<file path="config.mk">
export PLATFORM = sky130hd
export DESIGN_NAME = vision_test_sequencer
export DESIGN_NICKNAME = d
export VERILOG_FILES = /design/src/rtl/vision_test_sequencer.sv
export SDC_FILE = /design/constraint.sdc
export NUM_CORES = 1
export LEC_CHECK = 0
export CORE_ASPECT_RATIO = 0.6
export CORE_MARGIN = 10
export CORE_UTILIZATION = 60
export CTS_CLUSTER_SIZE = 28
export DETAILED_ROUTE_END_ITERATION = 16
export GPL_TIMING_DRIVEN = 1
export PLACE_DENSITY_LB_ADDON = 0.2
export SYNTH_ARGS = -nofsm -noshare
export SYNTH_HDL_FRONTEND = slang
export SYNTH_SLANG_ARGS = --single-unit
</file>
<file path="constraint.sdc">
create_clock -name clk -period 3.6 [get_ports clk]
set_input_delay 0.9 -clock clk [delete_from_list [all_inputs] [get_ports clk]]
set_output_delay 0.9 -clock clk [all_outputs]
set_load 0.05 [all_outputs]
</file>
<file path="src/rtl/vision_test_sequencer.sv">
// Session controller for the vision test. Steps the acuity level from 4.0
// upward, presents one random symbol direction per trial, judges the
// debounced direction keys and reports the final acuity as 2-digit BCD.
//
// state    | meaning
// ---------+----------------------------------------------------------
// IDLE     | waiting for the first start pulse after reset
// SHOW     | symbol visible, waiting for a key or the answer timeout
// FEEDBACK | trial result held on fb_correct, then level decision
// DONE     | final acuity shown, display blinks until restart
module vision_test_sequencer #(
  parameter int TIMEOUT_CYCLES   = 50_000_000,
  parameter int FEEDBACK_CYCLES  = 5_000_000,
  parameter int TRIALS_PER_LEVEL = 3,
  parameter int PASS_HITS        = 2,
  parameter int NUM_LEVELS       = 14
) (
  input  logic       clk,
  input  logic       rst_n,
  input  logic       start_pulse,
  input  logic [3:0] key_pulse,
  output logic [3:0] level,
  output logic [1:0] sym_dir,
  output logic       show_en,
  output logic       fb_valid,
  output logic       fb_correct,
  output logic [7:0] vision_bcd,
  output logic       ctr_signal,
  output logic       result_valid
);

  localparam int TW = (TIMEOUT_CYCLES > 1) ? $clog2(TIMEOUT_CYCLES) : 1;
  localparam int FW = (FEEDBACK_CYCLES > 1) ? $clog2(FEEDBACK_CYCLES) : 1;
  localparam int CW = $clog2(TRIALS_PER_LEVEL + 1);

  localparam logic [TW-1:0] T_LAST     = TW'(TIMEOUT_CYCLES - 1);
  localparam logic [FW-1:0] F_LAST     = FW'(FEEDBACK_CYCLES - 1);
  localparam logic [CW-1:0] HITS_NEED  = CW'(PASS_HITS);
  localparam logic [CW-1:0] MISS_MAX   = CW'(TRIALS_PER_LEVEL - PASS_HITS);
  localparam logic [3:0]    LAST_LEVEL = 4'(NUM_LEVELS - 1);

  typedef enum logic [1:0] {IDLE, SHOW, FEEDBACK, DONE} state_t;

  state_t        state, state_nxt;
  logic [3:0]    level_nxt;
  logic [1:0]    sym_dir_nxt;
  logic          fb_correct_nxt;
  logic [CW-1:0] hits, hits_nxt, misses, misses_nxt, trials, trials_nxt;
  logic [TW-1:0] tcnt, tcnt_nxt;
  logic [FW-1:0] fcnt, fcnt_nxt;
  logic [7:0]    lfsr, lfsr_nxt;
  logic [7:0]    result, result_nxt;
  logic          key_any, key_single, judge;

  function automatic logic [7:0] level_to_bcd(input logic [3:0] l);
    logic [7:0] v;
    if (l < 4'd10) v = {4'h4, l};
    else           v = {4'h5, l - 4'd10};
    return v;
  endfunction

  // Exactly one key bit set; the direction code of a key is its bit index.
  assign key_any    = |key_pulse;
  assign key_single = key_any && ((key_pulse & (key_pulse - 4'd1)) == 4'd0);
  assign judge      = key_single && key_pulse[sym_dir];
  // x^8+x^6+x^5+x^4+1, shifted left, never reaches zero from 8'h5A.
  assign lfsr_nxt   = {lfsr[6:0], lfsr[7] ^ lfsr[5] ^ lfsr[4] ^ lfsr[3]};

  // State and datapath registers.
  always_ff @(posedge clk or negedge rst_n) begin
    if (!rst_n) begin
      state      <= IDLE;
      level      <= 4'd0;
      sym_dir    <= 2'd0;
      fb_correct <= 1'b0;
      hits       <= '0;
      misses     <= '0;
      trials     <= '0;
      tcnt       <= '0;
      fcnt       <= '0;
      lfsr       <= 8'h5A;
      result     <= 8'h00;
    end else begin
      state      <= state_nxt;
      level      <= level_nxt;
      sym_dir    <= sym_dir_nxt;
      fb_correct <= fb_correct_nxt;
      hits       <= hits_nxt;
      misses     <= misses_nxt;
      trials     <= trials_nxt;
      tcnt       <= tcnt_nxt;
      fcnt       <= fcnt_nxt;
      lfsr       <= lfsr_nxt;
      result     <= result_nxt;
    end
  end

  // Next-state logic; start_pulse overrides everything else.
  always_comb begin
    state_nxt      = state;
    level_nxt      = level;
    sym_dir_nxt    = sym_dir;
    fb_correct_nxt = fb_correct;
    hits_nxt       = hits;
    misses_nxt     = misses;
    trials_nxt     = trials;
    tcnt_nxt       = tcnt;
    fcnt_nxt       = fcnt;
    result_nxt     = result;

    if (start_pulse) begin
      state_nxt   = SHOW;
      level_nxt   = 4'd0;
      hits_nxt    = '0;
      misses_nxt  = '0;
      trials_nxt  = '0;
      tcnt_nxt    = '0;
      sym_dir_nxt = lfsr[1:0];
    end else begin
      case (state)
        SHOW: begin
          if (key_any || (tcnt == T_LAST)) begin
            state_nxt      = FEEDBACK;
            fcnt_nxt       = '0;
            fb_correct_nxt = judge;
            trials_nxt     = trials + 1'b1;
            if (judge) hits_nxt   = hits + 1'b1;
            else       misses_nxt = misses + 1'b1;
          end else begin
            tcnt_nxt = tcnt + 1'b1;
          end
        end
        FEEDBACK: begin
          if (fcnt == F_LAST) begin
            if (hits == HITS_NEED) begin
              if (level == LAST_LEVEL) begin
                state_nxt  = DONE;
                result_nxt = level_to_bcd(level);
              end else begin
                state_nxt   = SHOW;
                level_nxt   = level + 4'd1;
                hits_nxt    = '0;
                misses_nxt  = '0;
                trials_nxt  = '0;
                tcnt_nxt    = '0;
                sym_dir_nxt = lfsr[1:0];
              end
            end else if (misses > MISS_MAX) begin
              state_nxt  = DONE;
              result_nxt = (level == 4'd0) ? 8'h00 : level_to_bcd(level - 4'd1);
            end else begin
              state_nxt   = SHOW;
              tcnt_nxt    = '0;
              sym_dir_nxt = lfsr[1:0];
            end
          end else begin
            fcnt_nxt = fcnt + 1'b1;
          end
        end
        default: ;
      endcase
    end
  end

  assign show_en      = (state == SHOW);
  assign fb_valid     = (state == FEEDBACK);
  assign result_valid = (state == DONE);
  assign ctr_signal   = (state == DONE);
  assign vision_bcd   = (state == DONE) ? result : level_to_bcd(level);

endmodule
</file>
==> impl_metrics.json <==
{
  "detail_route.vias_per_cell": 6.773,
  "drt_pre_antenna_iters": 6,
  "chipWidth_um": 134.6,
  "num_rows": 24,
  "fin_nets": 567,
  "p_total_uw": 2338,
  "cts-hold-fix-buffers": 0,
  "maxCapViolations": 0,
  "synth_area_per_cell_um2": 8.897,
  "max-vdd-ir-drop_uv": 271.6,
  "first_global_vias": 4086,
  "critPathMaxStageDelay_ns": 0.80,
  "area.growth.synth_to_final_pct": 13.45,
  "worstReg2RegStart": "tcnt[9]",
  "boundary_pin_count": 26,
  "worstSetupPathType": "register to primary output",
  "end_kind": "primary output",
  "number_of_clock_buffers_inserted_by_tritoncts": 9,
  "worstRegToRegCells": 5,
  "top_usage_layer": "met2",
  "synth_area_um2": 4725,
  "core_um2": 7447,
  "min_path_type": "register to register",
  "clock_tree_from_tritoncts": "done",
  "tightest_slew_ns": 0.9722,
  "register_area_um2": 1907,
  "detail-route-antenna-nets": 0,
  "clockBufferDepth": 2,
  "cts_setup_buffers": 0,
  "antenna_found_initial": 0,
  "hold-path-cell-count": 0,
  "status": "finished clean",
  "timing.max_slew.rel_slack_pct": 35.19,
  "setup_viol_count_final": 0,
  "ys_warn_count": 0,
  "filler_cells_inserted": 615,
  "grtUsageMet1_pct": 30.29,
  "worst_path_max_delay_cell": "sky130_fd_sc_hd__clkdlybuf4s50_1",
  "cp-start-kind": "register",
  "clkLatencyLatePin_ns": 0.34,
  "fin_skew_ns": 0.005266,
  "leakagePower_uw": 0.002182,
  "diodes_inserted": 0,
  "power_density_nw_per_um2": 436.2,
  "power.share.clock_pct": 44.4,
  "grt_max_degree": 77,
  "grt_use_met3_pct": 5.373,
  "h-tree-depth": 3,
  "maxClockFrequency_ghz": 0.2935,
  "timing.critical_path.cells": "inv_1 > ha_1 > a21oi_1 > mux2_2 > clkdlybuf4s50_1",
  "dieArea_um2": 11940,
  "pwr-share-seq_pct": 38.1,
  "power.share.switching_pct": 28.81,
  "synth_register_bits": 76,
  "grt_pass1_wl_mm": 20.87,
  "internal-power_uw": 1665,
  "final_critical_period_ns": 3.407,
  "place_congestion": 0.8877,
  "slew_viol_final": 0,
  "drt_drc_violations_left": 0,
  "crit_path_max_fanout": 8,
  "synth_enable_flop_cells": 0,
  "overall_track_demand_over_capacity_in_global_routing_pct": 21.22,
  "unrepaired_setup_endpoints_after_global_routing": "no",
  "final.setup.tns_ns": 0,
  "route.final.wire_length_mm": 12.42,
  "arrival_ns": 2.51,
  "place_hpwl_mm": 8.420,
  "netlist-cell-type-count": 58,
  "routed-via-count": 4436,
  "gr-usage-met2_pct": 30.99,
  "pwr-share-comb_pct": 17.5,
  "yosys_most_used_dff": "sky130_fd_sc_hd__dfrtp_1",
  "p_switching_uw": 673.6,
  "part_of_the_cycle_the_worst_path_needs_pct": 94.65,
  "synth_async_sr_flop_share_pct": 100.0,
  "tritoncts_num_sinks": 76,
  "initial_core_util_pct": 63.44,
  "die_h_um": 88.74,
  "cts_resized": 0,
  "number_of_endpoints_with_negative_hold_slack_in_the_final_report": 0,
  "clk_root_buffer_cell": "sky130_fd_sc_hd__clkbuf_16",
  "startpoint": "level[1]",
  "fraction_of_final_layout_cells_sized_beyond_drive_strength_1_pct": 9.256,
  "place.port_buffers": 23,
  "synth_sequential_area_ratio_pct": 40.36,
  "area_of_combinational_cells_with_multiple_inputs_um2": 2567,
  "synthesis.instances": 531,
  "register_clock_pin_slew_on_the_reported_worst_setup_and_hold_paths_ns": 0.06,
  "avgRoutedWirePerCell_um": 18.96,
  "globalRouteOverflowTotal": 0,
  "worst_ep_required_time_ns": 2.70,
  "worstHoldStart": "lfsr[2]",
  "drtIter0Drc": 472
}
[cells in the final DEF (no fill, tap or decap), types with 3 or more instances in the layout]
cell type / netlist / final
sky130_fd_sc_hd__nand2b_1: 8 / 8
sky130_fd_sc_hd__o21ai_1: 4 / 4
sky130_fd_sc_hd__clkdlybuf4s50_1: 0 / 22
sky130_fd_sc_hd__nor4_1: 14 / 14
sky130_fd_sc_hd__o21a_1: 5 / 5
sky130_fd_sc_hd__and4_1: 6 / 6
sky130_fd_sc_hd__and3_1: 12 / 12
sky130_fd_sc_hd__clkbuf_16: 0 / 9
sky130_fd_sc_hd__o211ai_1: 6 / 6
sky130_fd_sc_hd__o21ai_0: 26 / 26
sky130_fd_sc_hd__or3_1: 4 / 4
sky130_fd_sc_hd__a21oi_1: 27 / 27
sky130_fd_sc_hd__inv_1: 22 / 22
sky130_fd_sc_hd__o311ai_0: 3 / 3
sky130_fd_sc_hd__mux2_2: 11 / 11
sky130_fd_sc_hd__buf_4: 3 / 14
sky130_fd_sc_hd__nor3b_1: 4 / 4
sky130_fd_sc_hd__o22ai_1: 3 / 3
sky130_fd_sc_hd__nand2_1: 38 / 38
sky130_fd_sc_hd__ha_1: 14 / 14
sky130_fd_sc_hd__and2_1: 8 / 8
sky130_fd_sc_hd__nor3_1: 9 / 9
sky130_fd_sc_hd__nand4_1: 22 / 22
sky130_fd_sc_hd__a31oi_1: 34 / 34
sky130_fd_sc_hd__or4_1: 12 / 12
sky130_fd_sc_hd__nand3_1: 27 / 27
sky130_fd_sc_hd__a41oi_1: 6 / 6
sky130_fd_sc_hd__bufinv_16: 0 / 3
sky130_fd_sc_hd__mux2i_1: 3 / 3
sky130_fd_sc_hd__nor2_1: 29 / 29
sky130_fd_sc_hd__dfstp_2: 4 / 4
sky130_fd_sc_hd__xnor2_1: 7 / 7
sky130_fd_sc_hd__dfrtp_1: 72 / 72
sky130_fd_sc_hd__o31ai_1: 23 / 23
[cell type report]
cell class                 instances  area share [%]
clock buffer                       9           4.202
timing repair buffer              36           6.069
sequential                        76           35.57
tap                              104           2.428
inverter                          24           1.681
multi-input combinational        399           47.90
clock inverter                     7           2.148
[flip-flops by register name (all words and copies together) (netlist names)]
register	count
tcnt	26
fcnt	23
lfsr	8
result	6
level	4
hits	2
misses	2
state	2
sym_dir	2
fb_correct	1
[layer usage]
| metal | share of wire (%) | vias up |
|---|---|---|
| li1 | - | 2064 |
| met1 | 47 | 2114 |
| met2 | 43 | 234 |
| met3 | 9.2 | 24 |
| met4 | 1.5 | 0 |
| met5 | 0 | - |
[logic make-up (layout without fill, tap and decap cells)]
kind of cell	count (synthesis)	after routing	synth area share (%)
adder cells (fa/ha/maj)	14	14	3.708
AND/OR/NAND/NOR	207	207	24.63
multiplexers	14	14	3.257
XOR/XNOR	9	9	1.669
flip-flops	76	76	40.36
buffers and inverters	57	76	5.376
AO/OA/AOI/OAI	153	153	20.92
other	1	2	0.07937
[worst paths after layout]
check | end | slack (ns)
min | lfsr[3] | 0.37
max | vision_bcd[2] | 0.19
min reg2reg | lfsr[3] | 0.37
max reg2reg | fcnt[14] | 0.70
min in group asynchronous | fcnt[15] | 0.70
max in group asynchronous | tcnt[22] | 2.25
[critical path: cells and delay by family, from the launching register on]
kind,cells,cell delay (ns)
AO/OA/AOI/OAI,1,0.19
buffers and inverters,2,0.98
multiplexers,1,0.18
adder cells (fa/ha/maj),1,0.32
flip-flops,1,0.50
[cells in the mapped netlist (all sizes together), types with 3 or more instances]
cell type,instances,area (um2)
nand3,27,135.1
nand2,38,142.6
nor2,29,108.9
xnor2,7,61.31
a31oi,34,212.7
o311ai,3,26.28
nand2b,8,50.05
or3,4,25.02
inv,22,82.58
o31ai,23,172.7
o211ai,6,45.04
and4,6,52.55
mux2i,3,30.03
nor4,14,87.58
nor3b,4,30.03
ha,14,175.2
dfstp,4,105.1
or4,14,112.6
nand4,22,137.6
dfrtp,72,1802
o22ai,3,18.77
nor3,9,45.04
o21ai,30,150.1
and3,12,75.07
a41oi,6,52.55
mux2,11,123.9
buf,11,81.32
clkbuf,22,82.58
a21oi,28,143.9
and2,8,50.05
o21a,5,37.54
[per-stage QoR]
| stage | cells | hold slack [ns] | setup slack [ns] | util (%) | area (um2) |
|---|---|---|---|---|---|
| final | 655 | 0.3659 | 0.1926 | 71.98 | 5360 |
| after global routing | 655 | 0.3774 | 0.04480 | 71.98 | 5360 |
| after CTS | 655 | 0.3712 | 0.1939 | 71.98 | 5360 |
| after detailed placement | 639 | 0.3384 | 0.4888 | 67.41 | 5020 |
| after global placement | 639 | 0.3391 | 0.5319 | 67.41 | 5020 |
| after floorplan | 532 | 0.3330 | 0.4200 | - | 4728 |
[power by group through the flow]
stage                     registers [uW]  logic (uW)  clock network [uW]
after global routing                 894         447                1080
after detailed placement             906         397                   0
after floorplan                      905         278                   0
after global placement               904         391                   0
final                                892         409                1040
after CTS                            891         401                1040
No activity file was read; power rests on OpenSTA's default activity.
==> variant 1 (same settings) <==
Reset style: synchronous (`rst_n`), changed in one clocked block.
--- a/src/rtl/vision_test_sequencer.sv
+++ b/src/rtl/vision_test_sequencer.sv
@@ -67,7 +67,7 @@
   assign lfsr_nxt   = {lfsr[6:0], lfsr[7] ^ lfsr[5] ^ lfsr[4] ^ lfsr[3]};
 
   // State and datapath registers.
-  always_ff @(posedge clk or negedge rst_n) begin
+  always_ff @(posedge clk) begin
     if (!rst_n) begin
       state      <= IDLE;
       level      <= 4'd0;
Function: differs if rst_n is asserted again (counterexample within 4 cycles, from zero or initial values and one cycle with rst_n low); with rst_n held inactive, the same outputs for 10 cycles.
==> variant 1 against the original RTL <==
Sequential cell count unchanged. Cell area down 6.7%. Utilization is 2.3 points lower. Via count fell by 2.9%. Critical path depth stayed put. Worst setup slack improved by 0.074 ns. Area after synthesis decreased by 7.1%. Global-route usage increased by 0.12 points. Wire length shrank 3.7%. First-iteration DRC count increased by 17%.
Power is not compared: it rests on default switching activity, and its combinational part moved more than twofold at a synthesized area within 25%.
==> variant 1: results (changes against the original RTL) <==
| Metric | Value |
|---|---|
| Worst r2r src | tcnt[0]$_SDFFE_PP0P_ (was tcnt[9]$_DFFE_PN0P_) |
| H-tree levels | 3 (unchanged) |
| Sequential area share after synthesis | 0.3465 (was 0.4036) |
| Status | completed (unchanged) |
| Finished Cell Area | 5002 um^2 (was 5360 um^2) |
| First DRT Iteration DRCs | 550 (was 472) |
| Hold Path Depth | 1 (was 0) |
| Synth Area in Adders | 0.03990 (was 0.03708) |
| Min Hold Slack | 0.4163 ns (was 0.3659 ns) |
| End of the worst hold path | lfsr[3]$_SDFF_PN1_ (was lfsr[3]$_DFF_PN1_) |
| Synth area leaders | dfxtp_1 (35%), a21oi_1 (5.1%), o31ai_1 (4.1%) (was dfrtp_1 (38%), a31oi_1 (4.5%), ha_1 (3.7%)) |
| Post-synthesis xor/xnor area fraction | 0.01396 (was 0.01668) |
| Final RePlAce weighted congestion | 0.8878 (was 0.8877) |
| Worst Hold Launch | lfsr[2]$_SDFF_PN0_ (was lfsr[2]$_DFF_PN0_) |
| Synthesized instance count | 524 (was 531) |
| Post-DP HPWL | 7.895 mm (was 8.420 mm) |
| Slew HR | 0.5443 (was 0.3519) |
| Synth Area in Compound Gates | 0.2608 (was 0.2092) |
| Post-synth ARST share | 0 (was 1.000) |
| ANT cells | 0 (unchanged) |
| Worst Clk Skew | 0.007736 ns (was 0.005266 ns) |
| R2R Path End | fcnt[19]$_SDFFE_PN0P_ (was fcnt[14]$_DFFE_PN0P_) |
| Nets | 552 (was 567) |
| Top cells by count, synth | dfxtp_1 (76), a21oi_1 (45), nand2_1 (36) (was dfrtp_1 (72), nand2_1 (38), a31oi_1 (34)) |
| Vias in the first global route | 3896 (was 4086) |
| Fillers | 565 (was 615) |
| Yosys cell types | 65 (was 58) |
| Worst-path clk slew | 0.06 ns (about the same) |
| 1st-pass router iterations | 6 (unchanged) |
| Area after DPL | 4653 um^2 (was 5020 um^2) |
| Average wire per standard cell | 19.08 um (was 18.96 um) |
| Global-route wire length before repair | 19.70 mm (was 20.87 mm) |
| Main flop type after synthesis | dfxtp_1 (was dfrtp_1) |
| R2R cell count | 7 (was 5) |
| Tot GR Track Use | 0.2135 (was 0.2122) |
| Mux share of post-synthesis cell area | 0.01425 (was 0.03257) |
| DRT Wirelength | 11.96 mm (was 12.42 mm) |
| Pre-CTS setup slack | 0.6167 ns (was 0.4888 ns) |
| Placed cells | 611 (was 639) |
| Share of post-route cells with drive strength above 1 | 0.09142 (was 0.09256) |
| Reg2Reg Setup Slack | 0.97 ns (was 0.70 ns) |
| Largest net degree at the start of global routing | 47 (was 77) |
==> variant 1: report_power, final <==
| group | switching, W | internal (W) | total [W] |
|---|---|---|---|
| sequential | 0.0000111 | 0.000856 | 0.000867 |
| clock | 0.000394 | 0.000682 | 0.00108 |
| combinational | 0.000140 | 0.0000627 | 0.000202 |
| total | 0.000545 | 0.00160 | 0.00215 |
==> variant 1: how the worst max path moves through the flow <==
| stage | from | endpoint | cells after the start |
|---|---|---|---|
| finish | level[1]$_SDFFE_PP0P_ | vision_bcd[2] | 5 |
| global route | level[1]$_SDFFE_PP0P_ | vision_bcd[2] | 5 |
| CTS | level[1]$_SDFFE_PP0P_ | vision_bcd[2] | 5 |
| detailed placement | level[1]$_SDFFE_PP0P_ | vision_bcd[2] | 5 |
| global placement | key_pulse[1] | tcnt[17]$_SDFFE_PP0P_ | 7 |
| floorplan | level[3]$_SDFFE_PP0P_ | vision_bcd[4] | 3 |
==> variant 1: layer usage <==
metal  vias to the layer above  global-route usage  wire, um
li1                       2052                   -         -
met1                      2009              0.2908      5390
met2                       213              0.3116      5268
met3                        32             0.06159      1072
met4                         0             0.08141       230
met5                         -                   0         0
==> variant 1: final cells by class <==
class / count / area [um^2] / area share
multi-input cells: 395 / 2653 / 0.5303
repair buffers: 33 / 305.3 / 0.06103
inverters: 16 / 60.06 / 0.01201
clock inverters: 7 / 123.9 / 0.02476
well taps: 91 / 113.9 / 0.02276
clock buffers: 9 / 225.2 / 0.04502
flip-flops and latches: 76 / 1521 / 0.3042
==> variant 1: kinds of logic after synthesis <==
| group | after synthesis |
|---|---|
| adder cells (fa/ha/maj) | 14 |
| flip-flops | 76 |
| multiplexers | 6 |
| buffers and inverters | 54 |
| XOR/XNOR | 7 |
| other | 1 |
| AO/OA/AOI/OAI | 166 |
| AND/OR/NAND/NOR | 200 |
==> variant 2 (config.mk and constraints unchanged) <==
Without the edit above. Set the parameter `NUM_LEVELS` to 7 (it was 14).
--- a/src/rtl/vision_test_sequencer.sv
+++ b/src/rtl/vision_test_sequencer.sv
@@ -13,7 +13,7 @@
   parameter int FEEDBACK_CYCLES  = 5_000_000,
   parameter int TRIALS_PER_LEVEL = 3,
   parameter int PASS_HITS        = 2,
-  parameter int NUM_LEVELS       = 14
+  parameter int NUM_LEVELS       = 7
 ) (
   input  logic       clk,
   input  logic       rst_n,
Check against the original RTL: same outputs for any inputs over 10 cycles, from zero or initial values and one cycle with rst_n low; that may be too few to reach the edited logic, so the function may still have changed.
==> variant 2 against the original RTL <==
Cell area increased by 0.75%. Sequential cell count unchanged. Worst setup slack better by 0.013 ns. Die area shrank 0.22%. Fmax grew 0.39%. Critical path depth did not move. Synthesized cell count is 1.1% higher. Clock power rose by 9.6%. Wire length is 4.3% higher. Worst hold slack worse by 0.0078 ns. Count of clock-buffer cells in the layout increased by 3. Total power grew 2.9%. Area after synthesis down 0.26%. Clock skew rose by 0.00080 ns. Critical endpoint unchanged. Highest routed layer unchanged.
==> variant 2: results (changes against the original RTL) <==
| Metric | Value |
|---|---|
| Status | completed (unchanged) |
| Slew HR | 0.2705 (was 0.3519) |
| Crit path DAT | 2.49 ns (was 2.51 ns) |
| Main flop type after synthesis | dfrtp_1 (unchanged) |
| 1st-pass router iterations | 7 (was 6) |
| First DRT Iteration DRCs | 628 (was 472) |
| Synth warnings | 0 (unchanged) |
| ANT cells | 0 (unchanged) |
| Tot GR Track Use | 0.2222 (was 0.2122) |
| Syn_area_per_cell | 8.775 um^2 (was 8.897 um^2) |
| Max IR drop VDD | 0.0002875 V (was 0.0002716 V) |
| Yosys cell types | 70 (was 58) |
| Reg2Reg Setup Slack | 0.74 ns (was 0.70 ns) |
| Critical path type | register to output pin (unchanged) |
| CP Capture Point | vision_bcd[2] (unchanged) |
| Crit path max-delay cell type | clkdlybuf4s50_1 (unchanged) |
| R2R cell count | 8 (was 5) |
| Average wire per standard cell | 19.60 um (was 18.96 um) |
| Clock Tree Root | clkbuf_16 (unchanged) |
| Worst-path clk slew | 0.06 ns (about the same) |
| Final RePlAce weighted congestion | 0.8932 (was 0.8877) |
| Global-route track usage on met2 | 0.3223 (was 0.3099) |
| Grt met1 use | 0.3097 (was 0.3029) |
| Via density | 6.732 (was 6.773) |
| Top cells by count, synth | dfrtp_1 (72), nand2_1 (68), nor2_1 (36) (was dfrtp_1 (72), nand2_1 (38), a31oi_1 (34)) |
| Synth area leaders | dfrtp_1 (38%), nand2_1 (5.4%), ha_1 (3.7%) (was dfrtp_1 (38%), a31oi_1 (4.5%), ha_1 (3.7%)) |
| Met3 Resource Use GR | 0.06335 (was 0.05373) |
| Pleak | 2.152 nW (was 2.182 nW) |
| Met2 routed WL | 5.541 mm (was 5.317 mm) |
| DRT Wirelength | 12.96 mm (was 12.42 mm) |
| Worst r2r src | state[0]$_DFFE_PN0P_ (was tcnt[9]$_DFFE_PN0P_) |
| Nets | 573 (was 567) |
| Met1 Wirelength | 5.803 mm (was 5.782 mm) |
| Worst min path class | register to register (unchanged) |
| CP Max Fanout | 9 (was 8) |
| End of the worst hold path | lfsr[3]$_DFF_PN1_ (unchanged) |
| Met3 routed WL | 1.373 mm (was 1.138 mm) |
| Vias in the first global route | 4115 (was 4086) |
| Post-DP HPWL | 8.973 mm (was 8.420 mm) |
| Placed cells | 645 (was 639) |
| Max clock buf depth | 2 (unchanged) |
| R2R Path End | tcnt[11]$_DFFE_PN0P_ (was fcnt[14]$_DFFE_PN0P_) |
| Share of post-route cells with drive strength above 1 | 0.08618 (was 0.09256) |
| Global-route wire length before repair | 21.30 mm (was 20.87 mm) |
| Largest net degree at the start of global routing | 77 (unchanged) |
| Sequential area share after synthesis | 0.4047 (was 0.4036) |
| Pre-CTS setup slack | 0.4800 ns (was 0.4888 ns) |
| Worst Clk Skew | 0.006070 ns (was 0.005266 ns) |
-- variant 2: changes by cell type after synthesis, sizes merged, moves of 4 or more --
cell | before | now
nor4 | 14 | 10
nor2 | 29 | 36
nand4 | 22 | 16
o31ai | 23 | 19
inv | 22 | 16
a21oi | 28 | 18
a41oi | 6 | 0
a31oi | 34 | 5
or3 | 4 | 11
mux2 | 11 | 5
nand2 | 38 | 68
o21ai | 30 | 34
o211ai | 6 | 15
-- variant 2: final cells by class --
cell class,instances,area (um^2)
Inverter,18,67.56
Clock buffer,12,256.5
Fill cell,587,2047
Tap cell,104,130.1
Multi-Input combinational cell,413,2609
Timing Repair Buffer,34,310.3
Clock inverter,4,120.1
Sequential cell,76,1907
-- variant 2: cell families after synthesis --
group / count (synthesis) / share of synthesized area
other cells: 1 / 0.0007958
buf+inv: 49 / 0.04248
xor+xnor: 13 / 0.02416
fa+ha+maj: 14 / 0.03718
mux: 10 / 0.02257
flops: 76 / 0.4047
simple gates: 237 / 0.2700
compound gates: 137 / 0.1981
-- variant 2: power by group --
part	internal (W)	total (W)	switching, W
sequential	0.000874	0.000896	0.0000222
clock	0.000786	0.00114	0.000357
combinational	0.000112	0.000369	0.000257
total	0.00177	0.00241	0.000635
-- variant 2: through the flow --
step           total power [W]  area [um^2]  hold WS, ns
3_3_place_gp          0.001259         5024       0.3438
6_report              0.002407         5400       0.3581
3_5_place_dp          0.001271         5024       0.3433
4_1_cts               0.002409         5400       0.3620
5_1_grt               0.002485         5400       0.3713
2_1_floorplan         0.001147         4716       0.3330
-- variant 2: worst max-delay path: cells and delay by family, from the launching register on --
| kind | cells | cell delay [ns] |
|---|---|---|
| compound gates | 1 | 0.21 |
| fa+ha+maj | 1 | 0.31 |
| flops | 1 | 0.50 |
| mux | 1 | 0.18 |
| buf+inv | 2 | 0.95 |
